`src/rtl/call_request_register.sv`:
```
`default_nettype none
// +--------------------------------------------------------------------------+
// | Module      : call_request_register                                      |
// | Description : Synchronises and debounces cabin, hall-up and hall-down    |
// |               buttons, latches one request bit per level and type,       |
// |               clears bits on service pulses and summarises pending       |
// |               requests (any / highest / lowest / count).                 |
// |               Optional: CALL_CANCEL_EN - a re-press of an active cabin   |
// |               button cancels that cabin request.                         |
// | Revision    : 1.0 - initial release                                      |
// +--------------------------------------------------------------------------+
module call_request_register #(
   parameter int LEVELS          = 8,
   parameter int DEBOUNCE_CYCLES = 4,
   localparam int LW = $clog2(LEVELS),
   localparam int DW = $clog2(DEBOUNCE_CYCLES + 1),
   localparam int CW = $clog2(3 * LEVELS + 1)
) (
   input  logic              clk,
   input  logic              reset,
   input  logic [LEVELS-1:0] btn_in,
   input  logic [LEVELS-1:0] btn_up_out,
   input  logic [LEVELS-1:0] btn_down_out,
   input  logic [LEVELS-1:0] inactivate_in_levels,
   input  logic [LEVELS-1:0] inactivate_out_up_levels,
   input  logic [LEVELS-1:0] inactivate_out_down_levels,
   output logic [LEVELS-1:0] active_in_levels,
   output logic [LEVELS-1:0] active_out_up_levels,
   output logic [LEVELS-1:0] active_out_down_levels,
   output logic              req_any,
   output logic [LW-1:0]     req_max_level,
   output logic [LW-1:0]     req_min_level,
   output logic [CW-1:0]     req_count
);

   localparam int                c_bits     = 3 * LEVELS;
   localparam logic [DW-1:0]     c_cnt_last = DW'(DEBOUNCE_CYCLES - 1);
   // Top floor has no up button, ground floor has no down button.
   localparam logic [LEVELS-1:0] c_up_mask  = {1'b0, {(LEVELS-1){1'b1}}};
   localparam logic [LEVELS-1:0] c_dn_mask  = {{(LEVELS-1){1'b1}}, 1'b0};

   logic [c_bits-1:0] w_raw;
   logic [c_bits-1:0] w_rise;
   logic [LEVELS-1:0] w_rise_in;
   logic [LEVELS-1:0] w_rise_up;
   logic [LEVELS-1:0] w_rise_dn;
   logic [LEVELS-1:0] w_in_next;
   logic [LEVELS-1:0] w_all;

   // Boundary buttons are forced low at the source so their chains never toggle.
   assign w_raw = {btn_down_out & c_dn_mask, btn_up_out & c_up_mask, btn_in};

   genvar gi;
   generate
      for (gi = 0; gi < c_bits; gi++) begin : g_debounce
         logic          r_s1;
         logic          r_s2;
         logic          r_db;
         logic [DW-1:0] r_cnt;

         // Two-flop synchroniser followed by a stability counter; db only follows
         // s2 once it has differed for DEBOUNCE_CYCLES consecutive cycles.
         always_ff @(posedge clk or posedge reset) begin
            if (reset) begin
               r_s1  <= 1'b0;
               r_s2  <= 1'b0;
               r_db  <= 1'b0;
               r_cnt <= '0;
            end else begin
               r_s1 <= w_raw[gi];
               r_s2 <= r_s1;
               if (r_s2 == r_db) begin
                  r_cnt <= '0;
               end else if (r_cnt == c_cnt_last) begin
                  r_db  <= r_s2;
                  r_cnt <= '0;
               end else begin
                  r_cnt <= r_cnt + DW'(1);
               end
            end
         end

         // Debounced 0->1 flip, asserted on the edge where db itself rises.
         assign w_rise[gi] = r_s2 & ~r_db & (r_cnt == c_cnt_last);
      end
   endgenerate

   assign w_rise_in = w_rise[LEVELS-1:0];
   assign w_rise_up = w_rise[2*LEVELS-1:LEVELS];
   assign w_rise_dn = w_rise[3*LEVELS-1:2*LEVELS];

`ifdef CALL_CANCEL_EN
   // A new press toggles the cabin bit; an inactive bit sets (beating a same-edge
   // clear), an active bit clears.
   assign w_in_next = (active_in_levels & ~inactivate_in_levels & ~w_rise_in)
                    | (w_rise_in & ~active_in_levels);
`else
   // Set has priority over a same-edge clear.
   assign w_in_next = (active_in_levels & ~inactivate_in_levels) | w_rise_in;
`endif

   // Request latches: set on debounced rise, clear on service pulse, set wins.
   always_ff @(posedge clk or posedge reset) begin
      if (reset) begin
         active_in_levels       <= '0;
         active_out_up_levels   <= '0;
         active_out_down_levels <= '0;
      end else begin
         active_in_levels       <= w_in_next;
         active_out_up_levels   <= ((active_out_up_levels & ~inactivate_out_up_levels)
                                   | w_rise_up) & c_up_mask;
         active_out_down_levels <= ((active_out_down_levels & ~inactivate_out_down_levels)
                                   | w_rise_dn) & c_dn_mask;
      end
   end

   assign w_all   = active_in_levels | active_out_up_levels | active_out_down_levels;
   assign req_any = |w_all;

   // Summary: highest/lowest pending level and total number of pending requests.
   always_comb begin
      req_max_level = '0;
      req_min_level = '0;
      req_count     = '0;
      for (int i = 0; i < LEVELS; i++) begin
         if (w_all[i]) req_max_level = LW'(i);
      end
      for (int i = LEVELS - 1; i >= 0; i--) begin
         if (w_all[i]) req_min_level = LW'(i);
      end
      for (int i = 0; i < LEVELS; i++) begin
         req_count = req_count + CW'(active_in_levels[i])
                               + CW'(active_out_up_levels[i])
                               + CW'(active_out_down_levels[i]);
      end
   end

endmodule
`default_nettype wire

```
`config.mk`:
```
export PLATFORM = sky130hd
export DESIGN_NAME = call_request_register
export DESIGN_NICKNAME = d
export VERILOG_FILES = /design/src/rtl/call_request_register.sv
export SDC_FILE = /design/constraint.sdc
export NUM_CORES = 1
export LEC_CHECK = 0
export ABC_AREA = 1
export BUFFER_PORTS_ARGS = -buffer_cell sky130_fd_sc_hd__buf_4
export CAP_MARGIN = 20
export CORE_MARGIN = 4
export CORE_UTILIZATION = 40
export CTS_BUF_LIST = sky130_fd_sc_hd__clkbuf_8
export DETAILED_ROUTE_END_ITERATION = 10
export SETUP_SLACK_MARGIN = 0.1
export SYNTH_ARGS = -nofsm -noshare
export SYNTH_HDL_FRONTEND = slang
export SYNTH_SLANG_ARGS = --single-unit
```
`constraint.sdc`:
```
create_clock -name clk -period 6.59 [get_ports clk]
set_input_delay 0.659 -clock clk [delete_from_list [all_inputs] [get_ports clk]]
set_output_delay 0.659 -clock clk [all_outputs]
set_load 0.02 [all_outputs]
```
==> key figures, run 1 <==
Run status
  – Outcome: complete, no violations

Pwr
  – Worst VDD drop: ~0.0004 V
  – Net switching power: 1.10 mW
  – Internal: roughly 1.9 mW
  – Power per standard cell area: just under 400 nW/um^2
  – Reg power frac: between 40% and 50%
  – Clock share of power: 23.6%
  – Sw Ratio: around 36%
  – Pleak: ~4.3 nW
  – Combinational share of power: ~36%

Drt
  – Total number of vias: between 4000 and 5000
  – First DRT Iteration DRCs: 174
  – DR vias/cell: around 4.4
  – DRT Pass-1 Iters: 6
  – Antenna-violating nets left: 0
  – # DRC: 0
  – Post-Route WL: 11700 um
  – Avg WL per Cell: about 12 um

STA
  – Worst Max-Slew Pin Slew: 0.809 ns
  – Fin crit period: between 5 and 6 ns
  – Worst Skew: between 0.01 and 0.015 ns
  – Hold Slack: 0.300 ns
  – Setup violations, final: 0
  – Crit share post-route: between 70% and 80%
  – Max-slew headroom: between 40% and 50%
  – Setup slack after layout: around 1.4 ns
  – Max-slew violation total from the final report: 0
  – FMAX: between 150 and 200 MHz
  – Post-Route Setup TNS: 0 ns
  – RSZ-0062 raised after global routing: false
  – Fin. Hold Viols: 0

Synthesis
  – Unique masters post-synth: 21
  – Fraction of registers with async set/reset: between 90% and 100%
  – Number of synthesized flops with an enable pin: 0
  – Sequential share of the synthesized area: 59.1%
  – Ys flop type: dfrtp_1
  – Syn Area/Cell: a little over 10 um^2
  – Seq cells post-synth: between 150 and 200
  – Synth warnings: 0
  – Synthesized area: approximately 6500 um^2
  – Mapped Cells: 630

Cells and area
  – Nets: around 840
  – # diodes: 0
  – Area of the multi-input gates: ~2100 um^2
  – Util after Layout: 48.9%
  – Fillers: approximately 1500
  – Share of cells above drive strength 1: about 16%
  – Register area: 3850 um^2
  – P&R area growth vs syn: 19.5%

Global route
  – First-pass GRT wire length: between 15000 and 20000 um
  – Largest net degree at the start of global routing: 92
  – Initial antenna violation count: 0
  – GRT Util Overall: 14.0%
  – Number of global-route vias before repair: around 4300
  – Grt ovf: 0

Die
  – Die Span Y: ~140 um
  – Core footprint: between 15000 and 20000 um^2
  – Area of the die: roughly 18000 um^2
  – Die width: roughly 140 um
  – Initial Util: between 40% and 50%
  – I/O pin count: 86
  – FP Rows: 46

CTS
  – Hold_buf cts: 0
  – Clock latency on the worst-skew pair: 0.46 ns
  – CTS sink cnt: 154
  – Setup Buffers After CTS: 0
  – H-Tree Level Count: 4
  – Clk Tree Root Cell: clkbuf_8
  – Clk buf depth: 2
  – CTS Buf Count: 17
  – Post-cts resize count: 0
  – Clock-pin slew of the registers on the worst-case setup and hold paths: approximately 0.090 ns
  – CTS tree: done

Placement
  – Detailed placement HPWL: approximately 9000 um
  – GPL Wtd Cong: between 0.7 and 0.8
  – # port buffers: roughly 80
  – Worst slack, placed: about 1.8 ns

Critical path
  – Worst-path maximum fanout: 3
  – Critical Path Source: active_out_up_levels[3]
  – Crit path DAT: 4.55 ns
  – Critical Path RT: roughly 5.9 ns
  – Startpoint Class: flip-flop
  – CP Capture Type: output pin
  – RR Startpoint: g_debounce[23].r_s2
  – Critical path type: reg -> out

Flow run
  – Total of max-cap violations: 0

Hold path
  – Hold Crit Class: in -> reg
  – Worst hold start: btn_in[0]
[path summary, 6_finish.rpt]
path	to	slack, ns	cells past startpoint
max	req_count[2]	1.39	13
min in group asynchronous	g_debounce[11].r_s2	0.35	2
max in group asynchronous	g_debounce[10].r_s1	4.90	3
min	g_debounce[0].r_s1	0.30	1
min reg2reg	g_debounce[21].r_s2	0.35	0
max reg2reg	g_debounce[23].r_db	5.45	5
[metal layers]
layer / wire (um) / global-route usage (%) / share of wire (%)
met5: 0 / 0 / 0
met4: 210 / 5.38 / 1.8
met1: 5140 / 17.2 / 44
met2: 5550 / 22.6 / 47
met3: 821 / 5.35 / 7.0
[Yosys cell counts (2+ instances only)]
cell / number / share of area (%)
dfrtp_1: 154 / 59
nand2_1: 101 / 5.8
buf_4: 2 / 0.23
nor3_1: 29 / 2.2
o21ai_0: 25 / 1.9
fa_1: 15 / 4.6
nor2_1: 61 / 3.5
inv_1: 149 / 8.6
xor2_1: 2 / 0.27
nand3_1: 5 / 0.38
a21oi_1: 24 / 1.8
nor3_4: 4 / 1.0
ha_1: 51 / 9.8
[worst max-delay path, cell delays in order, from the launching register on]
cell     delay (ns)
dfrtp_1        0.41
inv_1          0.10
fa_1           0.57
inv_1          0.07
fa_1           0.48
inv_1          0.05
fa_1           0.46
fa_1           0.49
fa_1           0.49
inv_1          0.04
ha_1           0.20
fa_1           0.40
xor2_1         0.17
buf_4          0.17
[cells by family (layout without fill, tap and decap cells)]
| logic type | Yosys count | count (layout) | share of synthesized area [%] |
|---|---|---|---|
| AOI/OAI and AO/OA | 50 | 50 | 3.88 |
| xor gates and xnor gates | 2 | 2 | 0.269 |
| adders and majority gates | 66 | 66 | 14.4 |
| buffers and inverters | 152 | 262 | 8.86 |
| DFF | 154 | 154 | 59.1 |
| other | 1 | 2 | 0.0575 |
| and+or+nand+nor | 205 | 205 | 13.5 |
[power by group through the flow]
stage                     Clock [mW]  Sequential [mW]  Combinational [mW]
after floorplan                    0             1.26               0.742
after global placement             0             1.25                1.04
after CTS                      0.746             1.25                1.11
after global routing           0.788             1.26                1.25
after detailed placement           0             1.26                1.10
final                          0.719             1.24                1.08
[cell usage in the layout (no fill, tap or decap), types with 3 or more instances in the layout]
cell type / count
ha_1: 51
nor3_1: 29
buf_4: 80
o21ai_0: 25
dfrtp_1: 154
clkinv_4: 3
nor3_4: 4
clkinv_2: 3
nor2_1: 61
fa_1: 15
a21oi_1: 24
nand2_1: 101
clkbuf_8: 19
inv_1: 148
inv_6: 4
nand3_1: 5
[registers in the layout, summed over array words and instances, names as in the netlist]
| signal | cells |
|---|---|
| active_in_levels | 8 |
| g_debounce.r_db | 22 |
| g_debounce.r_s1 | 22 |
| active_out_up_levels | 7 |
| active_out_down_levels | 7 |
| g_debounce.r_cnt | 66 |
| g_debounce.r_s2 | 22 |
[through the flow]
step | area [um^2] | power (mW) | std cells
6_report | 7790 | 3.04 | 957
5_1_grt | 7790 | 3.30 | 957
4_1_cts | 7790 | 3.10 | 957
3_5_place_dp | 7390 | 2.36 | 925
3_3_place_gp | 7390 | 2.29 | 925
2_1_floorplan | 6530 | 2.00 | 631
[cell type report]
type / instances / share of cell area (%)
inverter: 150 / 7.29
clock inverter: 13 / 1.83
multi-input combinational: 325 / 26.9
clock buffer: 19 / 3.36
timing repair buffer: 80 / 7.71
sequential: 154 / 49.5
tap: 216 / 3.47
Power figures use the tool's default switching activity.
==> run 2: changes to the inputs <==
Settings changed: ABC_AREA 1 to 0.
Clock period 6.59 ns to 4.4 ns, I/O delays scaled along.
==> run 2 against run 1 <==
The run now ends with setup timing left. Final area is 1.8% higher. Sequential share of layout area fell by 0.79 points. Sequential power is 52% higher. First-iteration DRC count down 34%. Worst setup slack worse by 1.9 ns. Count of clock-buffer cells in the layout unchanged. Synthesized area is 1.3% lower. Synthesized cell count fell by 21%. Die area decreased by 1.2%. Combinational power grew 82%. Largest power group is now combinational logic. Highest routed layer unchanged.
==> key figures, run 2 <==
Synthesis
  – Synthesized area: 6440 um^2
  – Seq cells post-synth: 154
  – Synth cell count leaders: dfrtp_1, inv_1, ha_1
  – Synth warnings: 0
  – Cell with the most instances after synthesis: dfrtp_1
  – Fraction of registers with async set/reset: 100%
  – Synth area leaders: dfrtp_1, ha_1, nor3b_1, fa_1, nor2b_1
  – Number of synthesized flops with an enable pin: 0
  – Syn Area/Cell: 12.9 um^2
  – Area share of the largest cell type after synthesis: between 50% and 60%
  – Sequential share of the synthesized area: roughly 60%
  – Post-synth top area cell: dfrtp_1
  – Mapped Cells: around 500
  – Unique masters post-synth: 26
  – Ys flop type: dfrtp_1

Placement
  – Detailed placement HPWL: between 8000 and 9000 um
  – DP Area: between 7000 and 8000 um^2
  – Dpl cells: 813
  – GPL Wtd Cong: between 0.7 and 0.8
  – # port buffers: slightly below 80

Cells and area
  – Largest register FFs: 66
  – P&R area growth vs syn: 23.3%
  – Share of cells above drive strength 1: between 20 and 30%
  – Post-route design area: a little under 8000 um^2
  – Biggest register: g_debounce.r_cnt
  – Finished Layout Cells: 846
  – Nets: approximately 740
  – Most common cell after layout, fill and taps aside: dfrtp_1
  – Util after Layout: around half
  – Most frequent cells in the layout: dfrtp_1, buf_4, inv_1
  – # diodes: 0
  – Fillers: around 1400

Drt
  – Post-Route WL: 11600 um
  – First DRT Iteration DRCs: roughly 110
  – Antenna-violating nets left: 0
  – Total number of vias: a little under 4000
  – # DRC: 0
  – Avg WL per Cell: between 10 and 15 um
  – DR vias/cell: approximately 4.6
  – DRT Pass-1 Iters: 4

STA
  – Fin crit period: a little under 5 ns
  – FMAX: 203 MHz
  – Post-Route Setup TNS: -1.75 ns
  – RSZ-0062 raised after global routing: true
  – Worst Max-Slew Pin Slew: between 0.7 and 0.8 ns
  – Worst Skew: about 0.014 ns
  – Setup violations, final: 4
  – Crit share post-route: 112%
  – Max-slew violation total from the final report: 0
  – Hold Slack: approximately 0.057 ns
  – Max-slew headroom: 47.2%
  – Setup slack after layout: -0.523 ns
  – Fin. Hold Viols: 0

Critical path
  – Crit path DAT: approximately 4.5 ns
  – Worst reg-to-reg setup slack: between 2 and 3 ns
  – RR Startpoint: g_debounce[6].r_cnt[0]
  – FF-to-FF path depth: 4
  – Critical Path RT: approximately 4.0 ns
  – CP Capture Type: output pin
  – Critical-path top delay cell: fa_1
  – Cell mode on critical path: fa_1
  – Critical Path Source: active_out_up_levels[3]
  – Critical path type: reg -> out
  – Crit-path cells: inv_2 > fa_1 > inv_1 > fa_1 > inv_1 > fa_1 > fa_2 > fa_1 > inv_2 > ha_4 > fa_2 > a21o_1 > a21o_1 > buf_6
  – Critical Path End: req_count[4]
  – Worst-path maximum fanout: 2
  – Worst r2r dst: g_debounce[6].r_db
  – CP peak stage delay: 0.52 ns
  – Startpoint Class: flip-flop

Global route
  – Largest net degree at the start of global routing: just over 80
  – GRT Util Overall: between 10 and 15%
  – First-pass GRT wire length: between 15000 and 20000 um
  – Grt ovf: 0
  – Initial antenna violation count: 0
  – Number of global-route vias before repair: ~4300

Flow run
  – Total of max-cap violations: 0

CTS
  – Clock-pin slew of the registers on the worst-case setup and hold paths: approximately 0.080 ns
  – CTS tree: done
  – Clk buf depth: 2
  – Hold_buf cts: 0
  – CTS sink cnt: between 150 and 200
  – Clk Tree Root Cell: clkbuf_8
  – CTS Buf Count: 17
  – H-Tree Level Count: 4
  – Clock latency on the worst-skew pair: between 0.4 and 0.5 ns

Die
  – Die width: approximately 130 um
  – Area of the die: approximately 18000 um^2
  – FP Rows: 46
  – Die Span Y: between 100 and 150 um
  – Initial Util: a little over 40%
  – I/O pin count: 86
  – Core footprint: between 15000 and 20000 um^2

Run status
  – Outcome: complete, but fails checks
  – Failing checks: setup timing

Pwr
  – Worst VDD drop: between 0.0005 and 0.0006 V
  – Power per standard cell area: between 600 and 700 nW/um^2
  – Pleak: roughly 4.0 nW

Hold path
  – Hold Crit Class: in -> async
## run 2: changes by cell type after synthesis, moves of 2 or more
cell,before,now
nor3_4,4,0
inv_1,149,65
mux2_2,0,22
nand3_1,5,0
a21o_1,0,3
a21oi_1,24,4
o211ai_1,0,2
or3_1,0,3
nor2_1,61,2
nor3b_1,0,43
nor3_1,29,27
nand2_1,101,26
nor2b_1,0,46
## run 2: repair_timing
| action | 4_1_cts | 5_1_grt |
|---|---|---|
| pin swaps | 7 | 1 |
| endpoints found under the setup margin | 5 | 5 |
| resized for setup | 12 | 1 |
| setup buffers | 3 | 0 |
## run 2: layer usage
metal	GRT usage, %	part of all wire [%]
met4	4.52	1.3
met1	18.0	44
met2	22.0	46
met3	6.11	7.9
met5	0	0
## run 2: layout make-up
class	instances	area [um^2]	share of cell area, %
inverter	65	248	3.12
clock buffer	19	262	3.30
timing repair buffer	102	793	10.0
multi-input combinational	279	2390	30.1
clock inverter	11	110	1.39
sequential	154	3860	48.7
tap	216	270	3.41
## run 2: how the worst min path moves through the flow
stage,startpoint,to,cells after the start
after CTS,reset,g_debounce[17].r_cnt[1],2
after detailed placement,g_debounce[14].r_s1,g_debounce[14].r_s2,0
after global routing,btn_in[3],g_debounce[3].r_s1,1
after floorplan,g_debounce[0].r_s1,g_debounce[0].r_s2,0
final,reset,g_debounce[17].r_cnt[1],2
after global placement,g_debounce[23].r_s1,g_debounce[23].r_s2,0
## run 2: cells by family after synthesis
family	share of synthesized area, %
flops	59.9
simple gates	14.4
buf+inv	4.02
fa+ha+maj	14.6
compound gates	2.95
mux	3.85
xor+xnor	0.272
other cells	0.0583
## run 2: where the power goes
group	total (mW)	leakage, nW	internal [mW]	switching (mW)
sequential	1.89	1.95	1.73	0.159
clock	1.01	0.202	0.519	0.489
combinational	1.97	1.80	0.939	1.03
total	4.86	3.96	3.18	1.67
## run 2: critical path: cells and delay by family, from the launching register on
family,cells,cell delay (ns)
adders and majority gates,7,2.97
buffers and inverters,5,0.33
AOI/OAI and AO/OA,2,0.37
DFF,1,0.37
## run 2: metrics by stage
stage	setup WS (ns)	power, mW
2_1_floorplan	0.0521	3.13
3_3_place_gp	-0.0494	3.68
3_5_place_dp	-0.0807	3.76
4_1_cts	-0.553	4.91
5_1_grt	-0.716	5.26
6_report	-0.523	4.86
==> run 3: changes to the inputs <==
Settings changed: CORE_ASPECT_RATIO set to 1.2, MAX_ROUTING_LAYER set to met4.
Clock period 4.4 ns to 6.3 ns, I/O delays scaled along.
==> run 3 against run 2 <==
The flow now finishes without violations. Hold slack gained 0.23 ns. Die area is essentially flat. Sequential share of layout area grew 0.85 points.
==> key figures, run 3 (synthesis results as in run 2) <==
Drt
  – # DRC: 0
  – DRT Pass-1 Iters: 5
  – DR vias/cell: approximately 4.6
  – Post-Route WL: 11400 um
  – First DRT Iteration DRCs: between 100 and 150
  – Avg WL per Cell: roughly 14 um
  – Total number of vias: 3795
  – Antenna-violating nets left: 0

Die
  – Die width: 124 um
  – Area of the die: around 18000 um^2
  – Core footprint: roughly 16000 um^2
  – I/O pin count: 86
  – Die Span Y: ~150 um
  – FP Rows: 50
  – Initial Util: approximately two fifths

Global route
  – GRT Util Overall: between 10% and 20%
  – Initial antenna violation count: 0
  – Grt ovf: 0
  – First-pass GRT wire length: 18900 um
  – Number of global-route vias before repair: slightly above 4000
  – Largest net degree at the start of global routing: 85

Flow run
  – Total of max-cap violations: 0

Hold path
  – Hold Crit Class: in -> reg

Pwr
  – Net switching power: approximately 1.1 mW
  – Power per standard cell area: between 400 and 500 nW/um^2
  – Internal: between 2 and 2.5 mW
  – Sw Ratio: about a third
  – Clock share of power: between 20% and 30%
  – Pleak: just under 4 nW
  – Reg power frac: 38.6%
  – Worst VDD drop: just over 0.0004 V
  – Combinational share of power: between 30% and 40%

STA
  – Max-slew violation total from the final report: 0
  – Worst Max-Slew Pin Slew: approximately 0.87 ns
  – Setup violations, final: 0
  – RSZ-0062 raised after global routing: false
  – Post-Route Setup TNS: 0 ns
  – Worst Skew: roughly 0.0068 ns
  – Crit share post-route: 84.0%
  – FMAX: roughly 190 MHz
  – Fin crit period: around 5.3 ns
  – Fin. Hold Viols: 0
  – Max-slew headroom: 42.1%

CTS
  – Post-cts resize count: 0
  – Clk buf depth: 2
  – CTS tree: done
  – Clock-pin slew of the registers on the worst-case setup and hold paths: approximately 0.090 ns
  – CTS sink cnt: between 150 and 200
  – Clock latency on the worst-skew pair: ~0.44 ns
  – H-Tree Level Count: 4
  – Hold_buf cts: 0
  – Setup Buffers After CTS: 0
  – CTS Buf Count: 17
  – Clk Tree Root Cell: clkbuf_8

Placement
  – Detailed placement HPWL: approximately 8700 um
  – # port buffers: about 80
  – GPL Wtd Cong: 0.805

Cells and area
  – Most common cell after layout, fill and taps aside: dfrtp_1
  – Util after Layout: 49.6%
  – # diodes: 0
  – Biggest register: g_debounce.r_cnt
  – Share of cells above drive strength 1: around 23%
  – Most frequent cells in the layout: dfrtp_1, buf_4, inv_1
  – Nets: 713
  – P&R area growth vs syn: 20.9%
  – Largest register FFs: 66

Critical path
  – Critical Path RT: around 5.7 ns
  – Startpoint Class: flip-flop
  – Worst-path maximum fanout: 4
  – CP Capture Type: output pin
  – Crit path DAT: 4.66 ns
  – Critical path type: reg -> out

Run status
  – Outcome: complete, no violations
==> run 3: power groups by stage <==
| stage | registers, mW | clock network [mW] | logic [mW] |
|---|---|---|---|
| 6_report | 1.32 | 0.886 | 1.22 |
| 5_1_grt | 1.35 | 0.964 | 1.38 |
| 4_1_cts | 1.33 | 0.917 | 1.25 |
| 3_5_place_dp | 1.35 | 0 | 1.24 |
| 3_3_place_gp | 1.33 | 0 | 1.17 |
| 2_1_floorplan | 1.34 | 0 | 0.837 |
==> run 3: metal layers <==
layer	GRT usage (%)	vias to the layer above	routed length, um
met5	-	-	0
met4	4.82	0	123
met3	4.39	9	662
met2	21.9	87	5480
met1	17.4	1858	5120
li1	-	1841	-
==> run 3: worst paths after layout <==
kind	start	end	slack, ns	depth (start not counted)
min in group asynchronous	reset	g_debounce[7].r_cnt[2]	0.29	2
max	active_in_levels[5]	req_count[4]	1.01	12
min reg2reg	g_debounce[11].r_s1	g_debounce[11].r_s2	0.35	0
min	btn_in[5]	g_debounce[5].r_s1	0.28	1
max reg2reg	g_debounce[23].r_cnt[0]	g_debounce[23].r_db	4.87	4
max in group asynchronous	reset	active_out_down_levels[1]	4.59	3
==> run 3: cell type report <==
type	instances	area (um^2)
Fill cell	1404	7920
Sequential cell	154	3850
Multi-Input combinational cell	279	2330
Timing Repair Buffer	80	601
Tap cell	208	260
Inverter	65	249
Clock buffer	18	248
Clock inverter	14	244
==> run 3: worst max-delay path: stages (launching register included) <==
cell     delay (ns)
dfrtp_1        0.39
inv_1          0.09
fa_1           0.61
fa_1           0.48
fa_1           0.56
fa_1           0.44
fa_1           0.49
inv_1          0.04
ha_1           0.20
fa_1           0.40
a21o_1         0.19
a21o_1         0.18
buf_4          0.15
==> run 3: metrics by stage <==
step	instances	hold slack (ns)	power, mW	cell area (um^2)	setup slack [ns]
3_5_place_dp	786	0.335	2.58	7290	1.45
4_1_cts	818	0.244	3.49	7780	0.945
3_3_place_gp	786	0.334	2.50	7290	1.54
6_report	818	0.285	3.43	7780	1.01
5_1_grt	818	0.232	3.70	7780	0.837
2_1_floorplan	500	0.331	2.17	6440	1.52
